$ cat config.mk
export PLATFORM = sky130hd
export DESIGN_NAME = exe_mwb_skid_reg
export DESIGN_NICKNAME = d
export VERILOG_FILES = /design/src/rtl/exe_mwb_skid_reg.sv
export SDC_FILE = /design/constraint.sdc
export NUM_CORES = 1
export LEC_CHECK = 0
export ABC_AREA = 1
export BUFFER_PORTS_ARGS = -buffer_cell sky130_fd_sc_hd__clkbuf_2
export CORE_ASPECT_RATIO = 0.9
export CORE_MARGIN = 4
export CORE_UTILIZATION = 30
export DETAILED_ROUTE_END_ITERATION = 16
export HOLD_SLACK_MARGIN = 0.05
export SLEW_MARGIN = 20
export SYNTH_ARGS = -nofsm -noshare
export SYNTH_HDL_FRONTEND = slang
export SYNTH_SLANG_ARGS = --single-unit
$ cat constraint.sdc
create_clock -name clk -period 3.3 [get_ports clk]
set_clock_uncertainty 0.15 [all_clocks]
set_input_delay 0.66 -clock clk [delete_from_list [all_inputs] [get_ports clk]]
set_output_delay 0.66 -clock clk [all_outputs]
set_load 0.1 [all_outputs]
$ cat src/rtl/exe_mwb_skid_reg.sv
// EXE->MWB pipeline stage register with valid/ready handshake and a two-entry skid buffer.
// The main register drives all outputs; the skid register absorbs one beat when downstream stalls.
module exe_mwb_skid_reg #(
    parameter int          DATA_W    = 96,
    parameter int          CTRL_W    = 8,
    parameter logic [31:0] NOP_INSTR = 32'h0000_0013,
    parameter int          CNT_W     = 16
) (
    input  logic              clk,
    input  logic              rst,
    input  logic [31:0]       pc_rst,
    input  logic              flush,
    input  logic              in_valid,
    output logic              in_ready,
    input  logic [31:0]       instr_in,
    input  logic [31:0]       pc_in,
    input  logic [DATA_W-1:0] data_in,
    input  logic [CTRL_W-1:0] ctrl_in,
    output logic              out_valid,
    input  logic              out_ready,
    output logic [31:0]       instr_out,
    output logic [31:0]       pc_out,
    output logic [DATA_W-1:0] data_out,
    output logic [CTRL_W-1:0] ctrl_out,
    input  logic              cnt_clr,
    output logic [CNT_W-1:0]  stall_cnt
);

    typedef enum logic [1:0] {EMPTY, ONE, TWO} state_t;

    state_t              state_q, state_d;
    logic [31:0]         mInstr_q, mInstr_d;
    logic [31:0]         mPc_q, mPc_d;
    logic [DATA_W-1:0]   mData_q, mData_d;
    logic [CTRL_W-1:0]   mCtrl_q, mCtrl_d;
    logic [31:0]         sInstr_q, sInstr_d;
    logic [31:0]         sPc_q, sPc_d;
    logic [DATA_W-1:0]   sData_q, sData_d;
    logic [CTRL_W-1:0]   sCtrl_q, sCtrl_d;
    logic [CNT_W-1:0]    stallCnt_q, stallCnt_d;
    logic                acc;
    logic                drn;

    // in_ready depends only on registered occupancy and flush, never on out_ready
    assign in_ready  = (state_q != TWO) && !flush;
    assign out_valid = (state_q == ONE) || (state_q == TWO);
    assign acc       = in_valid && in_ready;
    assign drn       = out_valid && out_ready;

    assign instr_out = mInstr_q;
    assign pc_out    = mPc_q;
    assign data_out  = mData_q;
    assign ctrl_out  = mCtrl_q;
    assign stall_cnt = stallCnt_q;

    always_comb begin
        state_d  = state_q;
        mInstr_d = mInstr_q;
        mPc_d    = mPc_q;
        mData_d  = mData_q;
        mCtrl_d  = mCtrl_q;
        sInstr_d = sInstr_q;
        sPc_d    = sPc_q;
        sData_d  = sData_q;
        sCtrl_d  = sCtrl_q;

        if (flush) begin
            // bubble keeps the old pc; skid content is simply abandoned
            state_d  = EMPTY;
            mInstr_d = NOP_INSTR;
            mData_d  = '0;
            mCtrl_d  = '0;
        end else begin
            unique case (state_q)
                EMPTY: begin
                    if (acc) begin
                        state_d  = ONE;
                        mInstr_d = instr_in;
                        mPc_d    = pc_in;
                        mData_d  = data_in;
                        mCtrl_d  = ctrl_in;
                    end
                end
                ONE: begin
                    if (acc && drn) begin
                        mInstr_d = instr_in;
                        mPc_d    = pc_in;
                        mData_d  = data_in;
                        mCtrl_d  = ctrl_in;
                    end else if (acc) begin
                        state_d  = TWO;
                        sInstr_d = instr_in;
                        sPc_d    = pc_in;
                        sData_d  = data_in;
                        sCtrl_d  = ctrl_in;
                    end else if (drn) begin
                        state_d  = EMPTY;
                        mInstr_d = NOP_INSTR;
                        mData_d  = '0;
                        mCtrl_d  = '0;
                    end
                end
                TWO: begin
                    if (drn) begin
                        state_d  = ONE;
                        mInstr_d = sInstr_q;
                        mPc_d    = sPc_q;
                        mData_d  = sData_q;
                        mCtrl_d  = sCtrl_q;
                    end
                end
                default: state_d = EMPTY;
            endcase
        end
    end

    // saturating stall counter; clear wins over increment
    always_comb begin
        stallCnt_d = stallCnt_q;
        if (cnt_clr) begin
            stallCnt_d = '0;
        end else if (out_valid && !out_ready && (stallCnt_q != {CNT_W{1'b1}})) begin
            stallCnt_d = stallCnt_q + {{(CNT_W-1){1'b0}}, 1'b1};
        end
    end

    always_ff @(posedge clk) begin
        if (rst) begin
            state_q    <= EMPTY;
            mInstr_q   <= NOP_INSTR;
            mPc_q      <= pc_rst;
            mData_q    <= '0;
            mCtrl_q    <= '0;
            sInstr_q   <= '0;
            sPc_q      <= '0;
            sData_q    <= '0;
            sCtrl_q    <= '0;
            stallCnt_q <= '0;
        end else begin
            state_q    <= state_d;
            mInstr_q   <= mInstr_d;
            mPc_q      <= mPc_d;
            mData_q    <= mData_d;
            mCtrl_q    <= mCtrl_d;
            sInstr_q   <= sInstr_d;
            sPc_q      <= sPc_d;
            sData_q    <= sData_d;
            sCtrl_q    <= sCtrl_d;
            stallCnt_q <= stallCnt_d;
        end
    end

endmodule
==> results of run 1 <==
-- layer usage --
layer | routed length [µm] | part of all wire [%] | global-route usage (%)
met1 | 23600 | 48 | 23.2
met2 | 22000 | 45 | 26.8
met3 | 2740 | 5.5 | 3.17
met4 | 1090 | 2.2 | 4.84
met5 | 0 | 0 | 0
-- layout by cell type, fill, tap and decap left out, types with 9 or more instances in the layout --
master     count
clkbuf_16     40
buf_4         17
edfxtp_1      32
clkbuf_1      11
nor2_1       519
dfxtp_1      322
buf_12        20
inv_1        159
a21oi_1      213
clkbuf_8       9
nand2_1      499
clkbuf_2     391
nand3_1      151
o21ai_0      174
-- cell families after synthesis --
logic type	synth area share, %
flip-flops	47.1
AND/OR/NAND/NOR	30.0
buffers and inverters	9.40
adder cells (fa/ha/maj)	0.557
XOR/XNOR	0.334
AO/OA/AOI/OAI	12.5
-- cell type report --
cell class,count,area [µm²]
Inverter,163,622
Multi-Input combinational cell,1597,6870
Clock buffer,60,1170
Sequential cell,354,7410
Fill cell,5554,32300
Clock inverter,11,125
Antenna cell,2,5.00
Timing Repair Buffer,428,2480
Tap cell,688,861
-- state kept, by name, indices dropped and copies added (netlist names) --
register   flops
ctrl_out       8
data_out      96
instr_out     32
pc_out        32
sCtrl_q        8
sData_q       96
sInstr_q      32
sPc_q         32
stall_cnt     16
state_q        2
-- worst paths after layout --
path	to	cells after the start	slack [ps]	startpoint
max	out_valid	4	390	state_q[1]
min	sData_q[21]	3	200	data_in[21]
max reg2reg	pc_out[4]	9	740	state_q[0]
min reg2reg	instr_out[0]	2	320	instr_out[0]
-- power groups by stage --
stage	registers (µW)	clock network, µW	logic [µW]
floorplan	5550	0	674
global placement	4690	0	2030
detailed placement	4690	0	2030
CTS	4600	4540	2040
global route	4610	4700	2180
finish	4600	4410	2020
-- through the flow --
step	utilization [%]	setup slack [ps]	area, µm²	std cells	power, µW
global placement	35.2	761	18200	3230	6720
floorplan	-	13.8	15700	2274	6220
CTS	37.7	355	19500	3301	11200
detailed placement	35.2	705	18200	3230	6720
global route	37.7	297	19500	3302	11500
finish	37.7	386	19500	3303	11000
-- worst register-to-register path, stage by stage (launching register included) --
cell,delay (ps)
dfxtp_1,380
inv_1,110
ha_1,250
buf_4,260
inv_2,90
nor2_1,60
a21oi_4,290
nand3b_1,130
nand2_2,310
buf_4,240
==> impl_metrics.json, run 1 <==
{
  "path_max_fanout": 10,
  "place.port_buffers": 391,
  "clock_sinks": 354,
  "status": "completed",
  "gp_congestion": 0.790,
  "vdd_ir_drop_max_uv": 350,
  "drc_errors": 0,
  "antenna_found_initial": 2,
  "vias": 15019,
  "cp_top_family": "buffers and inverters",
  "post_cts_resized": 0,
  "hold_viol_final": 0,
  "grt_max_degree": 117,
  "holdWs_ps": 203,
  "grt_first_pass_wirelength_mm": 77.4,
  "die_width_um": 249,
  "synth_edf_count": 32,
  "synth.top_cell.area_share_pct": 41.0,
  "synth_top_cells_by_count": "nor2_1, nand2_1, dfxtp_1",
  "drt_wl_total_mm": 49.4,
  "die-area_um2": 56100,
  "grt_overflow": 0,
  "worst_pin_slew_ps": 695,
  "setup_tns_ps": 0,
  "crit_path_max_incr_delay_ps": 510,
  "yosys_warnings": 0,
  "drt-initial-drc-count": 979,
  "insertion_delay_ps": 550,
  "htreeDepth": 2,
  "path_class": "flop to output pin",
  "grt_pass1_vias": 13927,
  "p_int_uw": 7550,
  "tritoncts.num_buffers": 39,
  "clkSlewWorstSetupHoldPaths_ps": 60,
  "wl_per_cell_um": 15.0,
  "post-cts-setup-buffers": 0,
  "pwr-share-comb_pct": 18.3,
  "p_clk_share_pct": 40.0,
  "crit_buf_inv": 3,
  "antenna_left": 0,
  "hold_path_class": "primary input to flop",
  "setup_viol": 0,
  "min_period_over_period_pct": 88.3,
  "p_per_area_nw_per_um2": 565,
  "cp_cell_sequence": "inv_1, ha_1, buf_4, clkbuf_2",
  "cts_tree": "done",
  "async_reset_ff_share_pct": 0,
  "cpMaxStageDelayCell": "clkbuf_2",
  "avgSynthCellArea_um2": 6.91,
  "synthTopCellsByArea": "dfxtp_1, nor2_1, nand2_1",
  "fmax_ghz": 0.343,
  "p_seq_share_pct": 41.7,
  "p_sw_uw": 3480,
  "worstPathArrival_ps": 2100,
  "die_h_um": 225,
  "final.min_clock_period_ps": 2910,
  "cts_buffer_depth": 3,
  "syn_to_final_growth_pct": 24.3,
  "drv_cap": 0,
  "syn_area_um2": 15700,
  "critPathCaptureType": "output pin",
  "critPathRequiredTime_ps": 2490,
  "relSlewSlack_pct": 53.5,
  "first_pass_iters": 5,
  "synth.most_common_cell": "nor2_1",
  "synth_flop_cell": "dfxtp_1",
  "start_kind": "flop",
  "synth_fp_nets": 2487,
  "avgViaCountPerCell": 4.55,
  "synth.distinct_cells": 26,
  "report.final.slew_viol_count": 0,
  "sw_frac_of_total_pct": 31.6,
  "start_util_pct": 30.3,
  "io_pins": 392,
  "leakagePower_uw": 0.00910,
  "synth_top_cell_by_area": "dfxtp_1",
  "cts_root_buffer": "clkbuf_16",
  "yosysSeqAreaShare_pct": 47.1,
  "core-area_um2": 51800,
  "layout-drive-gt1-share_pct": 19.4,
  "hold_buffers": 0,
  "hpwl_mm": 31.4,
  "rsz0062_at_grt": "no",
  "nets": 2796,
  "track_usage_pct": 16.8,
  "ys_ff_latch": 354,
  "synth_cells": 2274,
  "rows": 79
}
Note: power is estimated with default switching activity, not from simulation.
==> inputs of run 2 (changes only) <==
Settings changed: CORE_ASPECT_RATIO 0.9 to 0.8.
==> impl_metrics.json, run 2 (synthesis gave the netlist of run 1 again) <==
{
  "start_kind": "flop",
  "die-area_um2": 56100,
  "vias": 15703,
  "status": "completed",
  "min_period_over_period_pct": 88.0,
  "setup_viol": 0,
  "rows": 74,
  "setup_tns_ps": 0,
  "track_usage_pct": 17.1,
  "post_cts_resized": 0,
  "mostFrequentLayoutCells": "nor2_1, nand2_1, clkbuf_2",
  "final.min_clock_period_ps": 2900,
  "drc_errors": 0,
  "cts_buffer_depth": 3,
  "hold_viol_final": 0,
  "hold_buffers": 0,
  "worst_pin_slew_ps": 884,
  "layout-drive-gt1-share_pct": 19.0,
  "nets": 2786,
  "die_h_um": 213,
  "hold_path_class": "primary input to flop",
  "finalPower_uw": 11200,
  "drv_cap": 0,
  "die_width_um": 264,
  "critPathRequiredTime_ps": 2490,
  "vdd_ir_drop_max_uv": 299,
  "leakagePower_uw": 0.00904,
  "io_pins": 392,
  "drt_wl_total_mm": 49.8,
  "antenna_found_initial": 3,
  "antenna_left": 0,
  "critPathCaptureType": "output pin",
  "path_max_fanout": 10,
  "relSlewSlack_pct": 41.1,
  "hpwl_mm": 32.2,
  "worstPathArrival_ps": 2090,
  "final_common_cell": "nor2_1",
  "cts_tree": "done",
  "grt_overflow": 0,
  "core-area_um2": 51500,
  "grt_pass1_vias": 15038,
  "post-cts-setup-buffers": 0,
  "grt_first_pass_wirelength_mm": 79.8,
  "wl_per_cell_um": 15.2,
  "fmax_ghz": 0.345,
  "avgViaCountPerCell": 4.78,
  "insertion_delay_ps": 540,
  "clock_sinks": 354,
  "syn_to_final_growth_pct": 23.6,
  "rsz0062_at_grt": "no",
  "place.port_buffers": 391,
  "final_core_util_pct": 37.7,
  "first_pass_iters": 5,
  "r2r_cells": 11,
  "drt-initial-drc-count": 1108,
  "htreeDepth": 2,
  "path_class": "flop to output pin",
  "start_util_pct": 30.5,
  "tritoncts.num_buffers": 40,
  "p_per_area_nw_per_um2": 574,
  "gp_congestion": 0.811,
  "grt_max_degree": 167,
  "cts_root_buffer": "clkbuf_16",
  "clkSlewWorstSetupHoldPaths_ps": 60,
  "report.final.slew_viol_count": 0,
  "whs_path_depth": 3
}
-- run 2: power by group --
part | switching, µW | internal (µW) | total [µW]
Clock | 1790 | 2750 | 4540
Sequential | 87.0 | 4510 | 4600
Combinational | 1590 | 428 | 2010
-- run 2: layout make-up --
cell class | count | area, µm²
multi-input combinational | 1597 | 6870
antenna | 2 | 5.00
clock inverter | 7 | 115
sequential | 354 | 7410
inverter | 163 | 622
tap | 684 | 856
timing repair buffer | 417 | 2340
fill | 5433 | 32100
clock buffer | 61 | 1210
-- run 2: worst max-delay path, cell delays in order (launching register included) --
cell and delay [ps]:
dfxtp_1 430, inv_1 90, ha_1 310, buf_4 200, clkbuf_2 520
-- run 2: final timing paths --
path / endpoint / slack (ps) / startpoint
max reg2reg: data_out[8] / 590 / state_q[0]
max: out_valid / 400 / state_q[1]
min: sData_q[30] / 210 / data_in[30]
min reg2reg: instr_out[4] / 330 / instr_out[4]
-- run 2: routing by layer --
metal  global-route usage (%)  up-vias  share of wire [%]
met5                        0        -              0.026
met4                     4.95        2                2.3
met3                     3.74       89                6.9
met2                     27.8      484                 45
met1                     23.1     7374                 46
li1                         -     7754                  -
-- run 2: metrics by stage --
| stage | cells | worst slack, ps | cell area, µm² | hold slack (ps) |
|---|---|---|---|---|
| 3_5_place_dp | 3215 | 605 | 18100 | 321 |
| 3_3_place_gp | 3215 | 673 | 18100 | 319 |
| 4_1_cts | 3283 | 360 | 19400 | 167 |
| 2_1_floorplan | 2274 | 13.8 | 15700 | 326 |
| 6_report | 3285 | 397 | 19400 | 208 |
| 5_1_grt | 3283 | 302 | 19400 | 177 |
==> inputs of run 3 (changes only) <==
Clock period 3.3 ns to 2.6 ns, I/O delays scaled along.
==> impl_metrics.json, run 3 (synthesis gave the netlist of run 1 again) <==
{
  "p_per_area_nw_per_um2": 707,
  "syn_to_final_growth_pct": 28.9,
  "holdWs_ps": 79.8,
  "hpwl_mm": 32.9,
  "critPathRequiredTime_ps": 1930,
  "insertion_delay_ps": 550,
  "leakagePower_uw": 0.00940,
  "worstPathArrival_ps": 1830,
  "antenna_found_initial": 7,
  "min_period_over_period_pct": 96.2,
  "vias": 15869,
  "gp_congestion": 0.812,
  "die_h_um": 213,
  "drc_errors": 0,
  "nets": 2860,
  "rsz0062_at_grt": "no",
  "cts_root_buffer": "clkbuf_16",
  "final.min_clock_period_ps": 2500,
  "report.final.slew_viol_count": 0,
  "io_pins": 392,
  "avgViaCountPerCell": 4.72,
  "cpMaxStageDelayCell": "clkbuf_2",
  "path_max_fanout": 11,
  "path_class": "flop to output pin",
  "r2r_cells": 10,
  "cp_cell_sequence": "inv_4, ha_4, clkbuf_2",
  "htreeDepth": 2,
  "whs_path_depth": 3,
  "grt_pass1_vias": 15353,
  "wl_per_cell_um": 15.3,
  "grt_max_degree": 116,
  "drt-initial-drc-count": 1203,
  "antenna_left": 0,
  "first_pass_iters": 6,
  "critPathCaptureType": "output pin",
  "drt_wl_total_mm": 51.4,
  "hold_path_class": "primary input to flop",
  "setup_tns_ps": 0,
  "place.port_buffers": 391,
  "track_usage_pct": 17.5,
  "grt_first_pass_wirelength_mm": 81.4,
  "tritoncts.num_buffers": 41,
  "drv_cap": 0,
  "die-area_um2": 56100,
  "fmax_ghz": 0.400,
  "rows": 74,
  "start_util_pct": 30.5,
  "mostFrequentLayoutCells": "nor2_1, nand2_1, clkbuf_2",
  "layout-drive-gt1-share_pct": 19.1,
  "die_width_um": 264,
  "final_core_util_pct": 39.4,
  "crit_path_max_incr_delay_ps": 490,
  "start_kind": "flop",
  "clkSlewWorstSetupHoldPaths_ps": 60,
  "hold_viol_final": 0,
  "relSlewSlack_pct": 56.8,
  "status": "completed",
  "setup_viol": 0,
  "final_common_cell": "nor2_1",
  "cts_tree": "done",
  "core-area_um2": 51500,
  "vdd_ir_drop_max_uv": 350,
  "cts_buffer_depth": 3,
  "worst_pin_slew_ps": 650,
  "grt_overflow": 0,
  "clock_sinks": 354
}
-- run 3: cell count changes in the layout (fill, tap and decap cells not counted), moves of 2 or more --
| cell | delta |
|---|---|
| ha_4 | +2 |
| inv_6 | +3 |
| clkinv_2 | +5 |
| dlygate4sd3_1 | +67 |
| bufinv_16 | -2 |
| clkbuf_8 | -2 |
| ha_1 | -2 |
| clkbuf_16 | +3 |
| buf_12 | +5 |
-- run 3: worst paths after layout --
kind,start,end,slack (ps)
worst min-delay path,data_in[50],sData_q[50],80
worst min register to register,instr_out[1],instr_out[1],320
worst max-delay path,state_q[0],out_valid,100
worst max register to register,state_q[0],sData_q[66],200
-- run 3: power by group --
part,leakage [µW],internal [µW],switching [µW]
combinational,0.00580,627,2040
sequential,0.00292,5730,113
clock,0.000671,3440,2370
-- run 3: final cells by class --
class                      count  area [µm²]
antenna                        2        5.00
clock buffer                  61        1250
clock inverter                11        95.1
fill                        5333       31200
inverter                     163         627
multi-input combinational   1597        6900
sequential                   354        7410
tap                          684         856
timing repair buffer         490        3120
-- run 3: worst max-delay path, delay by kind of cell (launching register included) --
family                   cells  cell delay, ps
adder cells (fa/ha/maj)      1             340
buffers and inverters        2             550
flip-flops                   1             370
-- run 3: repair_timing --
action                                 4_1_cts  5_1_grt
hold buffers                                67        0
setup endpoints to repair                    0        0
endpoints found under the hold margin       92        0
resized for setup                            0        0
setup buffers                                0        0
-- run 3: per-stage QoR --
| stage | total power [µW] | cell area [µm²] | setup slack [ps] | std cells |
|---|---|---|---|---|
| after floorplan | 7900 | 15800 | -75.8 | 2274 |
| after global placement | 8530 | 18200 | 287 | 3221 |
| after detailed placement | 8550 | 18200 | 218 | 3221 |
| after CTS | 14500 | 20300 | 54.1 | 3360 |
| after global routing | 14900 | 20300 | 13.4 | 3361 |
| final | 14300 | 20300 | 99.8 | 3362 |
-- run 3: per-layer routing --
layer	global-route usage (%)	up-vias	routed length, µm
li1	-	7922	-
met2	29.1	543	23500
met5	0	-	81
met1	23.2	7319	23300
met3	4.15	73	3800
met4	4.26	12	736
